<file path="src/rtl/uart_pkg.sv">
// Shared UART definitions used by the transmitter and the receiver.
package uart_pkg;

  // Default link setup: 50 MHz system clock, 115200 baud, 8 data bits.
  localparam int DEFAULT_CLKS_PER_BIT = 434;
  localparam int DEFAULT_DATA_BITS    = 8;

  // Parity modes.
  localparam int PARITY_NONE = 0;
  localparam int PARITY_ODD  = 1;
  localparam int PARITY_EVEN = 2;

  // Transmitter frame states.
  typedef enum logic [2:0] {
    ST_IDLE,
    ST_START,
    ST_DATA,
    ST_PARITY,
    ST_STOP
  } uart_tx_state_t;

  // Parity bit for a data word zero-extended to 8 bits; the padding does not
  // change the XOR. Even mode returns the XOR of the data, odd mode its inverse.
  function automatic logic calc_parity(input logic [7:0] d, input int mode);
    return (mode == PARITY_ODD) ? ~(^d) : ^d;
  endfunction

endpackage

</file>
<file path="src/rtl/uart_transmitter_if.sv">
// Valid/ready byte handshake between a producer and the UART transmitter.
interface uart_transmitter_if
  import uart_pkg::*;
#(
  parameter int DATA_BITS = DEFAULT_DATA_BITS
) ();

  logic [DATA_BITS-1:0] data;
  logic                 valid;
  logic                 rdy;

  modport master (output data, output valid, input rdy);
  modport slave  (input data, input valid, output rdy);

endinterface

</file>
<file path="src/rtl/uart_baud_counter.sv">
// Bit-period timer: counts 0..CLKS_PER_BIT-1 and flags the last cycle of each
// bit. Shared between the UART transmitter and receiver.
module uart_baud_counter #(
  parameter int CLKS_PER_BIT = 434
) (
  input  logic clk,
  input  logic reset,
  input  logic restart,
  output logic bit_done
);

  localparam int CW = (CLKS_PER_BIT > 2) ? $clog2(CLKS_PER_BIT) : 1;
  localparam logic [CW-1:0] LAST = CW'(CLKS_PER_BIT - 1);

  logic [CW-1:0] cnt;

  // Restart pins the count to zero so the next bit starts with a full period.
  always_ff @(posedge clk) begin
    if (reset || restart) begin
      cnt <= '0;
    end else if (cnt == LAST) begin
      cnt <= '0;
    end else begin
      cnt <= cnt + 1'b1;
    end
  end

  assign bit_done = (cnt == LAST);

endmodule

</file>
<file path="src/rtl/uart_transmitter.sv">
// UART transmitter: serialises bytes from the command/status logic onto uart_tx
// with START, LSB-first data, optional parity and one or two STOP bits.
module uart_transmitter
  import uart_pkg::*;
#(
  parameter int CLKS_PER_BIT = DEFAULT_CLKS_PER_BIT,
  parameter int DATA_BITS    = DEFAULT_DATA_BITS,
  parameter int PARITY       = PARITY_NONE,
  parameter int STOP_BITS    = 1
) (
  input  logic                clk,
  input  logic                reset,
  uart_transmitter_if.slave   bus,
  output logic                busy,
  output logic                uart_tx
);

  localparam logic [2:0] LAST_BIT  = 3'(DATA_BITS - 1);
  localparam logic       LAST_STOP = 1'(STOP_BITS - 1);

  uart_tx_state_t       state, state_next;
  logic [DATA_BITS-1:0] shift, shift_next;
  logic [2:0]           bit_idx, bit_idx_next;
  logic                 stop_idx, stop_idx_next;
  logic                 par_bit, par_bit_next;
  logic                 tx_next;
  logic                 bit_done;
  logic                 rdy;
  logic                 accept;
  logic                 restart;
  logic [7:0]           data_ext;

  uart_baud_counter #(
    .CLKS_PER_BIT (CLKS_PER_BIT)
  ) u_baud (
    .clk      (clk),
    .reset    (reset),
    .restart  (restart),
    .bit_done (bit_done)
  );

  // Ready in IDLE or on the very last cycle of the final stop bit, which lets
  // a new frame follow with no idle gap.
  always_comb begin
    rdy      = (state == ST_IDLE) ||
               ((state == ST_STOP) && bit_done && (stop_idx == LAST_STOP));
    accept   = bus.valid && rdy;
    restart  = (state == ST_IDLE) || accept;
    data_ext = '0;
    data_ext[DATA_BITS-1:0] = bus.data;
  end

  assign bus.rdy = rdy;
  assign busy    = (state != ST_IDLE);

  // Next-state and next-line logic; an accept overrides the frame sequencing.
  always_comb begin
    state_next    = state;
    shift_next    = shift;
    bit_idx_next  = bit_idx;
    stop_idx_next = stop_idx;
    par_bit_next  = par_bit;
    tx_next       = 1'b1;

    unique case (state)
      ST_IDLE: begin
      end
      ST_START: begin
        if (bit_done) begin
          state_next   = ST_DATA;
          bit_idx_next = '0;
        end
      end
      ST_DATA: begin
        if (bit_done) begin
          shift_next = shift >> 1;
          if (bit_idx == LAST_BIT) begin
            state_next    = (PARITY != PARITY_NONE) ? ST_PARITY : ST_STOP;
            stop_idx_next = 1'b0;
          end else begin
            bit_idx_next = bit_idx + 3'd1;
          end
        end
      end
      ST_PARITY: begin
        if (bit_done) begin
          state_next    = ST_STOP;
          stop_idx_next = 1'b0;
        end
      end
      ST_STOP: begin
        if (bit_done) begin
          if (stop_idx == LAST_STOP) begin
            state_next = ST_IDLE;
          end else begin
            stop_idx_next = 1'b1;
          end
        end
      end
      default: state_next = ST_IDLE;
    endcase

    if (accept) begin
      state_next    = ST_START;
      shift_next    = bus.data;
      par_bit_next  = calc_parity(data_ext, PARITY);
      bit_idx_next  = '0;
      stop_idx_next = 1'b0;
    end

    unique case (state_next)
      ST_START:  tx_next = 1'b0;
      ST_DATA:   tx_next = shift_next[0];
      ST_PARITY: tx_next = par_bit_next;
      default:   tx_next = 1'b1;
    endcase
  end

  // State and registered serial line; reset aborts any frame in progress.
  always_ff @(posedge clk) begin
    if (reset) begin
      state    <= ST_IDLE;
      shift    <= '0;
      bit_idx  <= '0;
      stop_idx <= 1'b0;
      par_bit  <= 1'b0;
      uart_tx  <= 1'b1;
    end else begin
      state    <= state_next;
      shift    <= shift_next;
      bit_idx  <= bit_idx_next;
      stop_idx <= stop_idx_next;
      par_bit  <= par_bit_next;
      uart_tx  <= tx_next;
    end
  end

endmodule

</file>
<file path="src/flat_wrapper.sv">
// flat-port wrapper written by rule: the top's interface ports become plain ports
module uart_transmitter_flat import uart_pkg::*;
#(
  parameter int CLKS_PER_BIT = DEFAULT_CLKS_PER_BIT,
  parameter int DATA_BITS    = DEFAULT_DATA_BITS,
  parameter int PARITY       = PARITY_NONE,
  parameter int STOP_BITS    = 1
)
  (clk, reset, busy, uart_tx, bus_data, bus_valid, bus_rdy);
  uart_transmitter_if #(.DATA_BITS(DATA_BITS)) bus_i ();
  input  logic clk;
  input  logic reset;
  output logic busy;
  output logic uart_tx;
  input wire logic [$bits(bus_i.data)-1:0] bus_data;
  input wire logic [$bits(bus_i.valid)-1:0] bus_valid;
  output wire logic [$bits(bus_i.rdy)-1:0] bus_rdy;
  assign bus_i.data = bus_data;
  assign bus_i.valid = bus_valid;
  assign bus_rdy = bus_i.rdy;
  uart_transmitter #(.CLKS_PER_BIT(CLKS_PER_BIT), .DATA_BITS(DATA_BITS), .PARITY(PARITY), .STOP_BITS(STOP_BITS)) u_core (.clk(clk), .reset(reset), .bus(bus_i), .busy(busy), .uart_tx(uart_tx));
endmodule
</file>
<file path="config.mk">
export PLATFORM = sky130hd
export DESIGN_NAME = uart_transmitter_flat
export DESIGN_NICKNAME = d
export VERILOG_FILES = /design/src/rtl/uart_pkg.sv /design/src/rtl/uart_transmitter_if.sv /design/src/rtl/uart_baud_counter.sv /design/src/rtl/uart_transmitter.sv /design/src/flat_wrapper.sv
export SDC_FILE = /design/constraint.sdc
export NUM_CORES = 1
export LEC_CHECK = 0
export CAP_MARGIN = 25
export CORE_UTILIZATION = 35
export CTS_CLUSTER_SIZE = 20
export DETAILED_ROUTE_END_ITERATION = 6
export GPL_TIMING_DRIVEN = 0
export PLACE_DENSITY = 0.65
export SLEW_MARGIN = 30
export SYNTH_ARGS = -nofsm -noshare
export SYNTH_HDL_FRONTEND = slang
export SYNTH_SLANG_ARGS = --single-unit
</file>
<file path="constraint.sdc">
create_clock -name clk -period 5.4 [get_ports clk]
set_input_delay 1.08 -clock clk [delete_from_list [all_inputs] [get_ports clk]]
set_output_delay 1.08 -clock clk [all_outputs]
set_load 0.02 [all_outputs]
</file>
=== Word level (Yosys, flattened, before mapping) ===
Cells that the tools add are included.

* Register bits: 26
* Input port bits: 11
* Output and inout port bits: 3
* Logic and storage cells: 67

* Add/sub/neg operators: 2
* Equal/unequal tests: 15
* Muxes and demuxes: 23
* Bitwise gates (word level): 1
* Reductions and logical operators: 18

{| class="wikitable"
|+ Operator list
! cell !! number
|-
| 2-to-1 mux 3 bit || 10
|-
| 2-to-1 mux 8 bit || 3
|-
| one-hot mux 3 bit (5 select lines) || 1
|-
| == test 3 x 2 -> 1 bit (second input constant) || 4
|-
| != test 2 x 1 -> 1 bit (second input constant) || 5
|-
| adder 9 x 1 -> 9 bit (second input constant) || 1
|-
| == test 9 bit (second input constant) || 1
|-
| XOR reduction 8 bit || 1
|-
| == test 3 x 1 -> 1 bit (second input constant) || 2
|-
| == test 3 bit (second input constant) || 2
|-
| 2-to-1 mux 1 bit || 6
|-
| one-hot mux 1 bit (3 select lines) || 2
|-
| one-hot mux 3 bit (2 select lines) || 1
|-
| nonzero test 2 bit || 3
|-
| nonzero test 3 bit || 2
|-
| AND reduction 5 bit || 1
|-
| AND reduction 4 bit || 1
|-
| OR reduction 2 bit || 2
|-
| adder 3 x 1 -> 3 bit (second input constant) || 1
|-
| logical AND 1 bit || 3
|-
| logical NOT 3 bit || 1
|-
| logical OR 1 bit || 3
|-
| != test 2 bit (second input constant) || 1
|-
| AND reduction 2 bit || 1
|-
| NOT 1 bit || 1
|}

=== Logic depth before layout (Yosys ltp) ===
* Depth in word-level cells: 8
* Gate-level depth with buffers: 8
* Depth with buffers taken out: 7

=== Hierarchy ===
From an unflattened synthesis, not the netlist that was laid out.

* Cell total of the unflattened synthesis: 138
* Area, all modules: 1,216.2 um2

{| class="wikitable"
|+ Modules (own cells, without submodules)
! module !! instances !! cells each !! area each (um2) !! sequential area each (um2)
|-
| uart_transmitter || 1 || 92 || 802.0 || 320.3
|-
| uart_baud_counter || 1 || 46 || 414.1 || 180.2
|}

=== Worst setup path after synthesis ===
No wires, ideal clock.

* Kind: register to output
* Start: register u_core.u_baud.cnt[0]
* End: output port bus_rdy
* Arrival: 1.161 ns
* Data required time: 4.320 ns
* Path slack: 3.159 ns
* Cell stages (with the launch flop): 5
* Buffers on the path: 0
* Cell sequence: dfxtp_1 -> ha_1 -> nand4b_1 -> o21ai_1 -> and2_1

* Cells in the longest elaborated chain, start to end: 4

{| class="wikitable"
|+ RTL lines
! element !! RTL line !! text
|-
| start: declaration || uart_baud_counter.sv:15 || <nowiki>logic [CW-1:0] cnt;</nowiki>
|-
| start signal: assignment || uart_baud_counter.sv:24 || <nowiki>cnt <= cnt + 1'b1;</nowiki>
|-
| == test 9 bit || uart_baud_counter.sv:28 || <nowiki>assign bit_done = (cnt == LAST);</nowiki>
|-
| logical AND 1 bit (2 in series) || uart_transmitter.sv:46 || <nowiki>((state == ST_STOP) && bit_done && (stop_idx == LAST_STOP));</nowiki>
|-
| logical OR 1 bit || uart_transmitter.sv:45 || <nowiki>rdy = (state == ST_IDLE) ||</nowiki>
|-
| end: declaration || flat_wrapper.sv:17 || <nowiki>output wire logic [$bits(bus_i.rdy)-1:0] bus_rdy;</nowiki>
|}

No other way between the ends.

=== Worst setup path after layout ===
Same ends and word-level chain as after synthesis.

==> flow_metrics.env <==
export IMPL_cts_setup_buffers=0
export IMPL_worst_pin_slew_ps=456
export IMPL_cts_tree="built"
export IMPL_wl_met3_microns=66
export IMPL_hpwl_mm=1.88
export IMPL_die_w_microns=62.1
export IMPL_synth_top_area_share_pct=39.6
export IMPL_fp_coreArea_sq_um=3390
export IMPL_antenna_found_initial=0
export IMPL_ys_async_sr_fraction_pct=0
export IMPL_dp_slack_ps=2540
export IMPL_rsz0062_at_grt="false"
export IMPL_seq_power_share_pct=59.0
export IMPL_setup_violations_final=0
export IMPL_wirelength_met1_mm=1.16
export IMPL_crit_required_ps=4320
export IMPL_p_int_uw=246
export IMPL_powerDensity_nw_per_um2=227
export IMPL_maxUsedRoutingLayer="met4"
export IMPL_grt_total_usage_pct=13.6
export IMPL_synth_top_cell_by_area="dfxtp_1"
export IMPL_ios=14
export IMPL_final_util_pct=43.3
export IMPL_comb_power_share_pct=15.8
export IMPL_fin_ws_ps=2180
export IMPL_cap_violations=0
export IMPL_cts_repair_resized=0
export IMPL_yosysSeqAreaShare_pct=39.6
export IMPL_syn_avg_cell_area_sq_um=9.09
export IMPL_drtAntennaViolNets=0
export IMPL_cts_buffers=3
export IMPL_fmax_mhz=311
export IMPL_min_period_ps=3220
export IMPL_r2r_slack_ps=3400
export IMPL_cts_sinks=25
export IMPL_port_buffers=12
export IMPL_worst_path_max_fanout=5
export IMPL_hold_path_class="flip-flop to flip-flop"
export IMPL_final_nets=171
export IMPL_p_leak_nw=0.543
export IMPL_clkLatencyLatePin_ps=320
export IMPL_via_per_inst=5.10
export IMPL_rows=21
export IMPL_placedCellCount=197
export IMPL_slew_violations=0
export IMPL_grt_pass1_vias=943
export IMPL_relSlewSlack_pct=69.6
export IMPL_syn_area_sq_um=1260
export IMPL_num_antenna_cells=0
export IMPL_drt_wl_total_mm=2.42
export IMPL_syn2layout_area_growth_pct=16.2
export IMPL_wl_per_cell_microns=12.0
export IMPL_synthDistinctLibCells=41
export IMPL_status="completed"
export IMPL_stdcell_area_sq_um=1470
export IMPL_cp_end_kind="primary output"
export IMPL_drt_iter0_drc=26
export IMPL_multiInputGateArea_sq_um=728
export IMPL_overflow=0
export IMPL_hold_viol_final=0
export IMPL_peakVddDrop_mv=0.118
export IMPL_place_congestion=0.836
export IMPL_vias=1025
export IMPL_ff_latch_area_sq_um=500
export IMPL_htreeDepth=1
export IMPL_p_clk_share_pct=25.3
export IMPL_critical_path_class="flip-flop to primary output"
export IMPL_die_h_microns=62.1
export IMPL_swShare_pct=26.3
export IMPL_crit_arrival_ps=2140
export IMPL_syn_nets=154
export IMPL_grt_max_degree=15
export IMPL_holdBufCountCts=0
export IMPL_p_sw_uw=87.7
export IMPL_ys_ff_latch=25
export IMPL_dr_pass1_iters=4
export IMPL_dieArea_sq_um=3860
export IMPL_fin_crit_sh_pct=59.5
export IMPL_syn_inst=139
export IMPL_synth_edf_count=0
export IMPL_whs_ps=478
export IMPL_fin_skew_ps=6.51
export IMPL_ys_flop_type="dfxtp_1"
export IMPL_dr_wl_met2_mm=1.16
export IMPL_fillCellCount=322
export IMPL_place_area_sq_um=1440
export IMPL_cts_buffer_depth=2
export IMPL_startpoint_type="flip-flop"
export IMPL_drc_errors=0
export IMPL_final_common_cell="nor2_1"
export IMPL_synth_area_leaders="dfxtp_1, nor2_1, xnor2_1"
export IMPL_ys_warn_count=0
export IMPL_cts_reportedPaths_clkPinSlew_ps=140
export IMPL_cts_root_buf="clkbuf_4"
export IMPL_fin_cells=201
export IMPL_p_total_uw=334
export IMPL_initial_core_util_pct=37.3
export IMPL_final_cell_mix="nor2_1, dfxtp_1, clkdlybuf4s50_1"
export IMPL_drive_gt1_share_pct=9.03
export IMPL_timing_setup_tns_ps=0
export IMPL_grt_pass1_wl_mm=3.88
Yosys cell counts (2+ instances only):
library cell,instances
o31ai_1,2
nand4b_1,2
a21oi_1,2
xor2_1,4
and3_1,2
mux2i_1,7
clkbuf_1,2
a211oi_1,8
xnor2_1,10
nand3_1,8
ha_1,4
a31oi_1,2
nor2_1,26
nor3_1,2
or3_1,2
dfxtp_1,25
nand2_1,6
inv_1,2
cell type report:
type	instances	share of cell area, %
Tap cell	46	3.92
Timing Repair Buffer	12	8.18
Clock buffer	3	1.53
Inverter	2	0.511
Multi-Input combinational cell	107	49.6
Sequential cell	25	34.1
Clock inverter	1	0.341
Buffer	5	1.87
power by group through the flow:
stage | clock [mW] | sequential (mW) | combinational (mW)
2_1_floorplan | 0 | 0.201 | 0.0334
3_3_place_gp | 0 | 0.201 | 0.0514
3_5_place_dp | 0 | 0.201 | 0.0526
4_1_cts | 0.0861 | 0.197 | 0.0530
5_1_grt | 0.0946 | 0.198 | 0.0576
6_report | 0.0844 | 0.197 | 0.0527
layer usage:
metal	vias up	track usage, %
li1	528	-
met1	481	16.5
met2	12	23.1
met3	4	3.73
met4	0	4.76
met5	-	0
state kept, by name, indices dropped and copies added, names as in the netlist:
register and flops:
u_core.u_baud.cnt 9, u_core.state 3, u_core.par_bit 1, u_core.uart_tx 1, u_core.bit_idx 3, u_core.shift 8
worst max-delay path, stage by stage (launching register included):
cell and delay (ps):
dfxtp_1 420, ha_1 200, nand4b_1 180, o21ai_1 270
and2_1 160, clkdlybuf4s50_1 590
path summary, 6_finish.rpt:
kind / from / end / cells past startpoint
hold / removal: u_core.bit_idx[2] / u_core.bit_idx[2] / 2
hold reg to reg: u_core.bit_idx[2] / u_core.bit_idx[2] / 2
setup reg to reg: u_core.u_baud.cnt[0] / u_core.shift[0] / 6
setup / recovery: u_core.u_baud.cnt[0] / bus_rdy / 5
kinds of logic (layout without fill, tap and decap cells):
group / after synthesis / after routing / synth area share, %
AO/OA/AOI/OAI: 20 / 20 / 12.3
XOR/XNOR: 14 / 14 / 9.70
adder cells (fa/ha/maj): 4 / 4 / 3.96
buffers and inverters: 7 / 23 / 2.77
flip-flops: 25 / 25 / 39.6
multiplexers: 7 / 7 / 5.54
AND/OR/NAND/NOR: 62 / 62 / 26.1
Power figures use the tool's default switching activity.
